### src/rtl/program_counter.sv
// -----------------------------------------------------------------------------
// program_counter
//
// Fetch-side program counter and branch-target unit for the 8-bit core. Each
// cycle it takes the ALU taken flag and the decoder branch/jump/halt controls
// and produces the next instruction address. Branch and jump targets come from
// an internal target LUT. The LUT is loaded while the core is not running and
// is indexed by a 5-bit instruction field.
//
// Optional feature macro: PC_OVERRUN_CHECK_EN
//   defined   : a +1 advance from the last address stops the run (DONE) and
//               raises Overrun instead of wrapping.
//   undefined : the PC wraps to 0 and Overrun is tied low.
//
// Ports
//   Clk        in   clock, all state updates on the rising edge
//   Reset      in   synchronous active-high reset, clears state, PC and LUT
//   Start      in   begin a run from address 0 (accepted in IDLE/DONE)
//   Halt       in   halt instruction at the current PC
//   BranchEn   in   conditional branch at the current PC
//   Taken      in   ALU branch-condition result (used only with BranchEn)
//   Jump       in   unconditional jump at the current PC
//   TargIdx    in   target LUT read index
//   LutWe      in   target LUT write enable (ignored in RUN)
//   LutWaddr   in   target LUT write index
//   LutWdata   in   target LUT write data (absolute address)
//   ProgCtr    out  registered instruction address
//   Running    out  high in RUN
//   Done       out  high in DONE
//   Overrun    out  PC ran past the last address (feature macro only)
// -----------------------------------------------------------------------------
module program_counter #(
  parameter int PC_W      = 10,
  parameter int LUT_DEPTH = 32,
  localparam int IDX_W    = $clog2(LUT_DEPTH)
) (
  input  logic             Clk,
  input  logic             Reset,
  input  logic             Start,
  input  logic             Halt,
  input  logic             BranchEn,
  input  logic             Taken,
  input  logic             Jump,
  input  logic [IDX_W-1:0] TargIdx,
  input  logic             LutWe,
  input  logic [IDX_W-1:0] LutWaddr,
  input  logic [PC_W-1:0]  LutWdata,
  output logic [PC_W-1:0]  ProgCtr,
  output logic             Running,
  output logic             Done,
  output logic             Overrun
);

  typedef enum logic [1:0] {
    ST_IDLE = 2'd0,
    ST_RUN  = 2'd1,
    ST_DONE = 2'd2
  } state_t;

  state_t          state_q, state_d;
  logic [PC_W-1:0] pc_q, pc_d;
  logic [PC_W-1:0] lut_q [LUT_DEPTH];
  logic [PC_W-1:0] lut_target;
  logic            redirect;
  logic            lut_wr;

`ifdef PC_OVERRUN_CHECK_EN
  logic            overrun_q, overrun_d;
`endif

  // Combinational read from the registered table; a write lands at the edge
  // and is therefore visible to reads from the following cycle.
  assign lut_target = lut_q[TargIdx];
  assign redirect   = Jump || (BranchEn && Taken);
  assign lut_wr     = LutWe && (state_q != ST_RUN);

  // NOTE: every always_comb output gets a default first so no path can leave
  // it unassigned and infer a latch.
  always_comb begin
    state_d = state_q;
    pc_d    = pc_q;
`ifdef PC_OVERRUN_CHECK_EN
    overrun_d = overrun_q;
`endif
    unique case (state_q)
      ST_IDLE, ST_DONE: begin
        if (Start) begin
          state_d = ST_RUN;
          pc_d    = '0;
`ifdef PC_OVERRUN_CHECK_EN
          overrun_d = 1'b0;
`endif
        end
      end
      ST_RUN: begin
        // Halt outranks any redirect; PC holds at the halt address.
        if (Halt) begin
          state_d = ST_DONE;
        end else if (redirect) begin
          pc_d = lut_target;
        end else begin
`ifdef PC_OVERRUN_CHECK_EN
          // Stepping past the last address ends the run instead of wrapping.
          if (&pc_q) begin
            state_d   = ST_DONE;
            overrun_d = 1'b1;
          end else begin
            pc_d = pc_q + PC_W'(1);
          end
`else
          pc_d = pc_q + PC_W'(1);
`endif
        end
      end
      default: begin
        state_d = ST_IDLE;
        pc_d    = '0;
      end
    endcase
  end

  // NOTE: sequential state uses non-blocking assignments only, so every
  // register samples the pre-edge values of the others.
  always_ff @(posedge Clk) begin
    if (Reset) begin
      state_q <= ST_IDLE;
      pc_q    <= '0;
`ifdef PC_OVERRUN_CHECK_EN
      overrun_q <= 1'b0;
`endif
    end else begin
      state_q <= state_d;
      pc_q    <= pc_d;
`ifdef PC_OVERRUN_CHECK_EN
      overrun_q <= overrun_d;
`endif
    end
  end

  // NOTE: the target table is deliberately reset (all entries to 0), so it is
  // built from flops rather than a RAM macro; a reset mid-run must leave no
  // stale targets behind.
  always_ff @(posedge Clk) begin
    if (Reset) begin
      for (int i = 0; i < LUT_DEPTH; i++) begin
        lut_q[i] <= '0;
      end
    end else if (lut_wr) begin
      lut_q[LutWaddr] <= LutWdata;
    end
  end

  assign ProgCtr = pc_q;
  assign Running = (state_q == ST_RUN);
  assign Done    = (state_q == ST_DONE);
`ifdef PC_OVERRUN_CHECK_EN
  assign Overrun = overrun_q;
`else
  assign Overrun = 1'b0;
`endif

endmodule

### config.mk
export PLATFORM = sky130hd
export DESIGN_NAME = program_counter
export DESIGN_NICKNAME = d
export VERILOG_FILES = /design/src/rtl/program_counter.sv
export SDC_FILE = /design/constraint.sdc
export NUM_CORES = 1
export LEC_CHECK = 0
export ABC_AREA = 1
export BUFFER_PORTS_ARGS = -buffer_cell sky130_fd_sc_hd__buf_2
export CAP_MARGIN = 25
export CORE_UTILIZATION = 40
export CTS_CLUSTER_DIAMETER = 200
export DETAILED_ROUTE_END_ITERATION = 8
export PLACE_DENSITY_LB_ADDON = 0.2
export RECOVER_POWER = 100
export SYNTH_ARGS = -nofsm -noshare
export SYNTH_HDL_FRONTEND = slang
export SYNTH_SLANG_ARGS = --single-unit
### constraint.sdc
create_clock -name Clk -period 4.33 [get_ports Clk]
set_input_delay 0.866 -clock Clk [delete_from_list [all_inputs] [get_ports Clk]]
set_output_delay 0.866 -clock Clk [all_outputs]
set_load 0.1 [all_outputs]
**After elaboration in Yosys (flattened, before gate mapping)**

Memories as Yosys holds them, arrays and structs flattened.
Cells that the tools add are included.

- Logic and storage cells: 33
- Memory bits (writable): 320
- Memories: 1
- Input port bits: 28
- Bits in registers: 12
- Bits in latches: 0
- Memory bits (read-only): 0

Memory list:

| memory | words | bits a word | rd ports | clocked after Yosys merged registers in | wr ports | line | source |
|---|---|---|---|---|---|---|---|
| lut_q | 32 | 10 | 1 | 0 | 32 | 62 | `logic [PC_W-1:0] lut_q [LUT_DEPTH];` |

- Multiplexer cells: 15
- $lt $le $gt $ge: 0
- Add/subtract/negate cells: 1
- Equal/unequal tests: 6
- Reduce and logical (&&, ||, !) cells: 8
- Divide/modulo/power cells: 0
- Bitwise gates (word level): 0
- Shifts and indexed selects: 0
- Multipliers: 0

Operators with widths:

| cell | count |
|---|---|
| $mux W10 | 4 |
| $pmux W10 S2 | 1 |
| $add A10 B1 Y10 const B | 1 |
| $reduce_or A10 Y1 | 1 |
| $mux W1 | 6 |
| $ne A2 B2 Y1 const B | 3 |
| $mux W5 | 1 |
| $mux W2 | 2 |
| $pmux W2 S2 | 1 |
| $reduce_and A2 Y1 | 2 |
| $eq A2 B1 Y1 const B | 1 |
| $eq A2 B2 Y1 const B | 1 |
| $logic_and A1 B1 Y1 | 2 |
| $logic_not A2 Y1 | 1 |
| $ne A2 B1 Y1 const B | 1 |
| $reduce_or A2 Y1 | 1 |
| $logic_or A1 B1 Y1 | 1 |

**Depth between registers and ports, before layout**

Gate-level depths: netlist (run 1).

- Depth after elaboration: 7
- Depth in mapped cells: 14

**Worst setup path before layout (run 1)**

OpenSTA, ideal clock, no wires.

- Path kind: flip-flop to output port
- Start point: register state_q[1]
- End point: output port Done
- Path slack: 1871 ps
- Data required time: 3464 ps
- Arrival time: 1593 ps
- Cell stages (with the launch flop): 3
- Cell sequence: dfxtp_1 > inv_1 > nor2_1

- Word-level cells in the longest chain between the ends: 1

RTL lines:

| element | line | source |
|---|---|---|
| from (decl) | 60 | `state_t state_q, state_d;` |
| from (signal assigned) | 132 | `state_q <= state_d;` |
| $eq A2 B2 Y1 | 155 | `assign Done = (state_q == ST_DONE);` |
| to (decl) | 50 | `output logic Done,` |

Every way passes these cells.

**Worst setup path after layout (run 1)**

- Start point: input port TargIdx[0]
- End point: register pc_q[5], in the netlist ProgCtr[5]

- Word-level cells in the longest chain between the ends: 4

RTL lines:

| element | line | source |
|---|---|---|
| from (decl) | 44 | `input logic [IDX_W-1:0] TargIdx,` |
| $mem_v2 Z32 W10 | n/a |  |
| $mux W10 | 99 | `end else if (redirect) begin` |
| $mux W10 | 97 | `if (Halt) begin` |
| $pmux W10 S2 | 85 | `unique case (state_q)` |
| to (signal assigned) | 133 | `pc_q <= pc_d;` |
| to (decl) | 61 | `logic [PC_W-1:0] pc_q, pc_d;` |

Every way passes these cells. The select of a mux whose other input is x is not followed.
A chain may end at the register's enable or synchronous reset.

==> results of run 1 <==
==> final cells by class <==
| class | instances | area [sq um] | share of cell area |
|---|---|---|---|
| flip-flops and latches | 332 | 9850 | 0.581 |
| multi-input cells | 1162 | 4800 | 0.283 |
| clock buffers | 48 | 977 | 0.0577 |
| well taps | 511 | 639 | 0.0377 |
| repair buffers | 64 | 420 | 0.0248 |
| inverters | 53 | 203 | 0.0120 |
| clock inverters | 11 | 53.8 | 0.00318 |
==> path summary, 6_finish.rpt <==
| path | startpoint | to | slack, ns | cells after the start |
|---|---|---|---|---|
| min | state_q[1]$_SDFFE_PP0P_ | state_q[1]$_SDFFE_PP0P_ | 0.47 | 2 |
| max reg2reg | state_q[1]$_SDFFE_PP0P_ | lut_q[28][7]$_SDFFCE_PN0P_ | 1.50 | 6 |
| min reg2reg | state_q[1]$_SDFFE_PP0P_ | state_q[1]$_SDFFE_PP0P_ | 0.47 | 2 |
| max | TargIdx[0] | ProgCtr[5]$_SDFFE_PP0P_ | 1.02 | 13 |
==> kinds of logic after synthesis <==
family,Yosys count
other,1
adders and majority gates,1
xor gates and xnor gates,2
and+or+nand+nor,1139
buffers and inverters,187
AOI/OAI and AO/OA,19
DFF,332
==> synthesized netlist by cell type <==
cell type / n / share of area
o21bai_1: 2 / 0.00096
xor2_1: 2 / 0.0011
buf_4: 5 / 0.0024
nor3_4: 4 / 0.0042
nor4_1: 1 / 0.00040
nor2_1: 333 / 0.080
nand4_1: 2 / 0.00080
conb_1: 1 / 0.00024
inv_1: 49 / 0.012
nand3_2: 1 / 0.00064
edfxtp_1: 320 / 0.62
dfxtp_1: 12 / 0.015
nor3_1: 9 / 0.0029
buf_6: 19 / 0.014
a21o_1: 1 / 0.00048
ha_1: 1 / 0.00080
inv_2: 2 / 0.00048
nand2_1: 535 / 0.13
inv_6: 1 / 0.00056
o21ai_0: 5 / 0.0016
buf_8: 1 / 0.00096
nand3_1: 253 / 0.081
clkbuf_1: 51 / 0.012
clkinv_1: 1 / 0.00024
buf_2: 55 / 0.018
a21oi_1: 6 / 0.0019
o21ai_1: 5 / 0.0016
buf_1: 3 / 0.00072
or2_2: 1 / 0.00040
==> tightest hold or removal path, cell delays in order (launching register included) <==
cell,delay [ns]
dfxtp_1,0.30
inv_1,0.07
a21oi_1,0.06
==> power by group through the flow <==
stage / clock [mW] / combinational [mW] / sequential [mW]
finish: 2.79 / 0.587 / 3.66
global route: 2.95 / 0.641 / 3.67
CTS: 2.82 / 0.586 / 3.66
detailed placement: 0 / 0.585 / 3.73
global placement: 0 / 0.579 / 3.73
floorplan: 0 / 0.381 / 3.73
==> stage by stage <==
step           total power [mW]  utilization  setup WS, ns  hold slack (ns)
3_5_place_dp               4.31        0.419          1.12            0.470
4_1_cts                    7.07        0.446          1.62            0.479
5_1_grt                    7.26        0.446         0.733            0.508
6_report                   7.03        0.446          1.02            0.473
3_3_place_gp               4.30        0.419          1.16            0.470
2_1_floorplan              4.11            -          1.87            0.449
==> state kept, by name, summed over array words and instances, names as in the netlist <==
| signal | cells |
|---|---|
| lut_q | 320 |
| ProgCtr | 10 |
| state_q | 2 |
==> placed cells by master, fill, tap and decap left out, types with 2 or more instances in the layout <==
cell,count
a21oi_1,6
buf_12,4
buf_2,25
buf_4,16
clkbuf_1,28
clkbuf_16,37
clkinv_1,6
clkinv_2,4
clkinvlp_4,3
dfxtp_1,12
edfxtp_1,320
inv_1,50
nand2_1,535
nand3_1,254
nand4_1,2
nor2_1,333
nor3_1,9
nor3_4,4
o21ai_0,8
o21ai_1,2
o21bai_1,2
xor2_1,2
==> metal layers <==
metal	GRT usage	part of all wire	vias up
li1	-	-	5461
met1	0.326	0.46	5492
met2	0.337	0.44	434
met3	0.0354	0.075	76
met4	0.0650	0.027	2
met5	0	0.00030	-
==> impl_metrics.json, run 1 <==
{
  "crit_type": "input pin to flop",
  "synth_top_family_by_area": "simple AND/OR/NAND/NOR gates",
  "io_pins": 41,
  "cp_data_required_time_ns": 4.74,
  "die_h_um": 200,
  "die_area_sq_um": 39800,
  "cp_num_buf_inv": 3,
  "grt_pass1_wl_mm": 65.0,
  "final_nets": 1679,
  "cts_tree": "done",
  "final_area_sq_um": 16900,
  "cp_top_family": "buffers and inverters",
  "htree_levels": 2,
  "maxCapViolCount": 0,
  "yosys-mux-area-fraction": 0,
  "syn2layout_area_growth_pct": 8.59,
  "die_width_um": 200,
  "clk-insertion-delay-late_ns": 0.52,
  "placed_area_sq_um": 15900,
  "instances_no_fill": 2181,
  "cts_buffers": 37,
  "slew_headroom": 0.104,
  "syn_inst": 1681,
  "cts_root_buffer": "clkbuf_16",
  "synth_compound_gate_area_share": 0.00658,
  "path_cells": "clkbuf_1 > clkinvlp_4 > buf_12 > nand2_1 > nand3_1 > nand3_1 > nand2_1 > nand2_1 > nand3_1 > o21ai_0 > nand2_1 > nand2_1 > nand2_1",
  "drt-total-wl_mm": 43.1,
  "rsz0062_at_grt": "false",
  "synth_area_sq_um": 15600,
  "portBuffers": 39,
  "slew_violations": 0,
  "synth_seq_cells": 332,
  "fp-row-count": 71,
  "finalSetupTns_ns": 0,
  "syn_nets": 1710,
  "finalSetupViolations": 0,
  "synth_xor_area_frac": 0.00112,
  "post_cts.repair.setup_buffers": 0,
  "worstMarginPinSlew_ns": 1.34,
  "min_period_ns": 3.31,
  "drive_gt1_frac": 0.0581,
  "p_int_mw": 5.33,
  "dp_cells": 2121,
  "fin_crit_sh": 0.765,
  "ys_types": 29,
  "start_util": 0.410,
  "synth.yosys.warnings": 0,
  "critPathArrivalTime_ns": 3.72,
  "max_freq_mhz": 302,
  "avgSynthCellArea_sq_um": 9.28,
  "p_clk_frac": 0.396,
  "synth-simple-area-share": 0.299,
  "dp_hpwl_mm": 26.6,
  "grt_use_total": 0.222,
  "antenna_found_initial": 1,
  "num_vias": 11500,
  "hold_buffers": 0,
  "drc": 0,
  "clockBufferDepth": 3,
  "p_seq_frac": 0.520,
  "seq_area_frac_synth": 0.631,
  "p_comb_frac": 0.084,
  "drt_iter0_drc": 1224,
  "crit_path_end_kind": "flop",
  "finClkSkew_ns": 0.0161,
  "status": "finished clean",
  "slowest_delay_ns": 1.09,
  "worstPathMaxFanout": 71,
  "pwr_density_cell_nw_per_um2": 415,
  "grt_max_degree": 161,
  "hold_viol_final": 0,
  "place.gp.congestion": 0.814,
  "synth-adder-area-share": 0.000802,
  "peakVddDrop_v": 0.000242,
  "power_leakage_nw": 6.91,
  "cts_resized": 0,
  "power_switching_mw": 1.71,
  "dr.pass1.iters": 5,
  "overflow": 0,
  "p_sw_frac": 0.242,
  "grt_pass1_vias": 10800,
  "cp_common_cell": "nand2_1",
  "ant_nets": 0,
  "detail_route.vias_per_cell": 5.26,
  "coreArea_sq_um": 38000,
  "wl_per_cell_um": 19.8,
  "path_clk_slew_ns": 0.06,
  "cts_sinks": 332,
  "nFillCells": 3836,
  "critPathLaunchType": "input pin",
  "diodes": 0,
  "crit_path_top_delay_cell": "clkinvlp_4",
  "hp-class": "flop to flop"
}
No activity file was read; power rests on OpenSTA's default activity.
==> inputs of run 2 (changes only) <==
clock period = 3 ns   (was 4.33 ns; I/O delays follow)
==> run 2 against run 1 <==
Core utilization increased by 1.0 points. Clock skew decreased by 0.0021 ns. Die area is the same. Clock-buffer cell count increased by 2. Cell area rose by 2.3%. First-iteration DRC count fell by 12%. Non-clock buffer count up 39. Global-route usage decreased by 0.35 points. Sequential power rose by 44%. Routed wire length is 0.15% lower. Clock power grew 64%. Largest cell class unchanged.
==> impl_metrics.json, run 2 (synthesis results as in run 1) <==
{
  "status": "finished clean",
  "hold_viol_final": 0,
  "grt_pass1_wl_mm": 64.6,
  "p_int_mw": 8.17,
  "mostFrequentLayoutCell": "nand2_1",
  "top_register": "lut_q",
  "max_freq_mhz": 393,
  "drive_gt1_frac": 0.0703,
  "power_leakage_nw": 7.12,
  "io_pins": 41,
  "crit_path_end_kind": "output pin",
  "cts_tree": "done",
  "worstPathMaxFanout": 6,
  "regToRegStartpoint": "state_q[1]$_SDFFE_PP0P_",
  "finalSetupTns_ns": 0,
  "cts_root_buffer": "clkbuf_16",
  "multi_input_area_sq_um": 4790,
  "path_cells": "clkbuf_1",
  "grt_max_degree": 137,
  "p_seq_frac": 0.493,
  "critPathArrivalTime_ns": 1.94,
  "p_clk_frac": 0.427,
  "min_period_ns": 2.54,
  "die_h_um": 200,
  "post_cts.repair.setup_buffers": 0,
  "reg2reg_slack_ns": 0.66,
  "die_area_sq_um": 39800,
  "antenna_found_initial": 1,
  "clockBufferDepth": 3,
  "place.gp.congestion": 0.859,
  "portBuffers": 39,
  "syn2layout_area_growth_pct": 11.1,
  "drc": 0,
  "p_sw_frac": 0.237,
  "whs_ns": 0.293,
  "layout_common_cells": "nand2_1, nor2_1, edfxtp_1, nand3_1, inv_1",
  "r2r_end": "lut_q[5][8]$_SDFFCE_PN0P_",
  "dr.pass1.iters": 5,
  "slew_violations": 0,
  "largest_reg_flops": 320,
  "cts_buffers": 38,
  "start_util": 0.410,
  "clk-insertion-delay-late_ns": 0.52,
  "num_vias": 11700,
  "final-seq-area_sq_um": 9850,
  "path_depth": 1,
  "hp-class": "input pin to flop",
  "crit_path_top_delay_cell": "clkbuf_1",
  "power_switching_mw": 2.54,
  "nFillCells": 3767,
  "cp_data_required_time_ns": 2.40,
  "rsz0062_at_grt": "false",
  "fin_crit_sh": 0.848,
  "cp-endpoint": "ProgCtr[8]",
  "overflow": 0,
  "ant_nets": 0,
  "drt-total-wl_mm": 43.1,
  "htree_levels": 2,
  "grt_pass1_vias": 10800,
  "path_clk_slew_ns": 0.06,
  "cp-startpoint": "ProgCtr[8]$_SDFFE_PP0P_",
  "cp_num_buf_inv": 1,
  "finalSetupViolations": 0,
  "coreArea_sq_um": 38000,
  "die_width_um": 200,
  "slowest_delay_ns": 0.91,
  "pwr_density_cell_nw_per_um2": 618,
  "slew_headroom": 0.209,
  "cts_resized": 0,
  "cts_sinks": 332,
  "r2r_cells": 8,
  "crit_type": "flop to output pin",
  "drt_iter0_drc": 1073,
  "p_comb_frac": 0.080,
  "diodes": 0,
  "grt_use_total": 0.219,
  "wl_per_cell_um": 19.3,
  "detail_route.vias_per_cell": 5.23,
  "finClkSkew_ns": 0.0140,
  "hold_buffers": 0,
  "fp-row-count": 71,
  "final_nets": 1719,
  "peakVddDrop_v": 0.000309,
  "critPathLaunchType": "flop",
  "maxCapViolCount": 0,
  "dp_hpwl_mm": 26.3,
  "cp_top_family": "buffers and inverters",
  "worstMarginPinSlew_ns": 1.19
}
[run 2: metal layers]
metal / GRT usage / part of all wire / wire (um)
met5: 0 / 0.00030 / 13
met4: 0.0597 / 0.022 / 951
met3: 0.0285 / 0.069 / 2960
met2: 0.351 / 0.46 / 19800
met1: 0.311 / 0.45 / 19400
[run 2: worst min path at each step]
stage	startpoint	endpoint	slack, ns	depth (start not counted)
6_report	Start	state_q[0]$_SDFFE_PP0P_	0.29	2
2_1_floorplan	state_q[1]$_SDFFE_PP0P_	state_q[1]$_SDFFE_PP0P_	0.45	2
5_1_grt	Start	state_q[0]$_SDFFE_PP0P_	0.29	2
3_5_place_dp	state_q[1]$_SDFFE_PP0P_	state_q[1]$_SDFFE_PP0P_	0.48	2
3_3_place_gp	state_q[1]$_SDFFE_PP0P_	state_q[1]$_SDFFE_PP0P_	0.47	2
4_1_cts	Start	state_q[0]$_SDFFE_PP0P_	0.27	2
[run 2: worst register-to-register path, stage by stage (launching register included)]
cell and delay [ns]:
dfxtp_1 0.30, inv_1 0.05, nand2_1 0.09, nand3_1 0.33, nor3_4 0.23, buf_4 0.21, nand2_1 0.07, clkbuf_1 0.26
nand2_1 0.44
[run 2: final cells by class]
type | instances | share of cell area
sequential | 332 | 0.568
clock inverter | 20 | 0.00953
multi-input combinational | 1162 | 0.276
clock buffer | 50 | 0.0611
tap | 511 | 0.0369
inverter | 53 | 0.0118
timing repair buffer | 103 | 0.0360
[run 2: power groups by stage]
stage / clock network, mW / registers, mW / logic (mW)
floorplan: 0 / 5.38 / 0.550
global placement: 0 / 5.37 / 0.857
detailed placement: 0 / 5.37 / 0.862
CTS: 4.63 / 5.27 / 0.865
global route: 4.79 / 5.29 / 0.933
finish: 4.58 / 5.27 / 0.857
[run 2: through the flow]
stage	worst slack [ns]	cells	power (mW)	cell area, sq um	util
3_3_place_gp	0.577	2161	6.23	16200	0.427
6_report	0.457	2231	10.7	17300	0.456
4_1_cts	0.877	2231	10.8	17500	0.459
2_1_floorplan	0.807	1681	5.93	15600	-
5_1_grt	0.408	2231	11.0	17300	0.456
3_5_place_dp	0.591	2161	6.23	16200	0.427
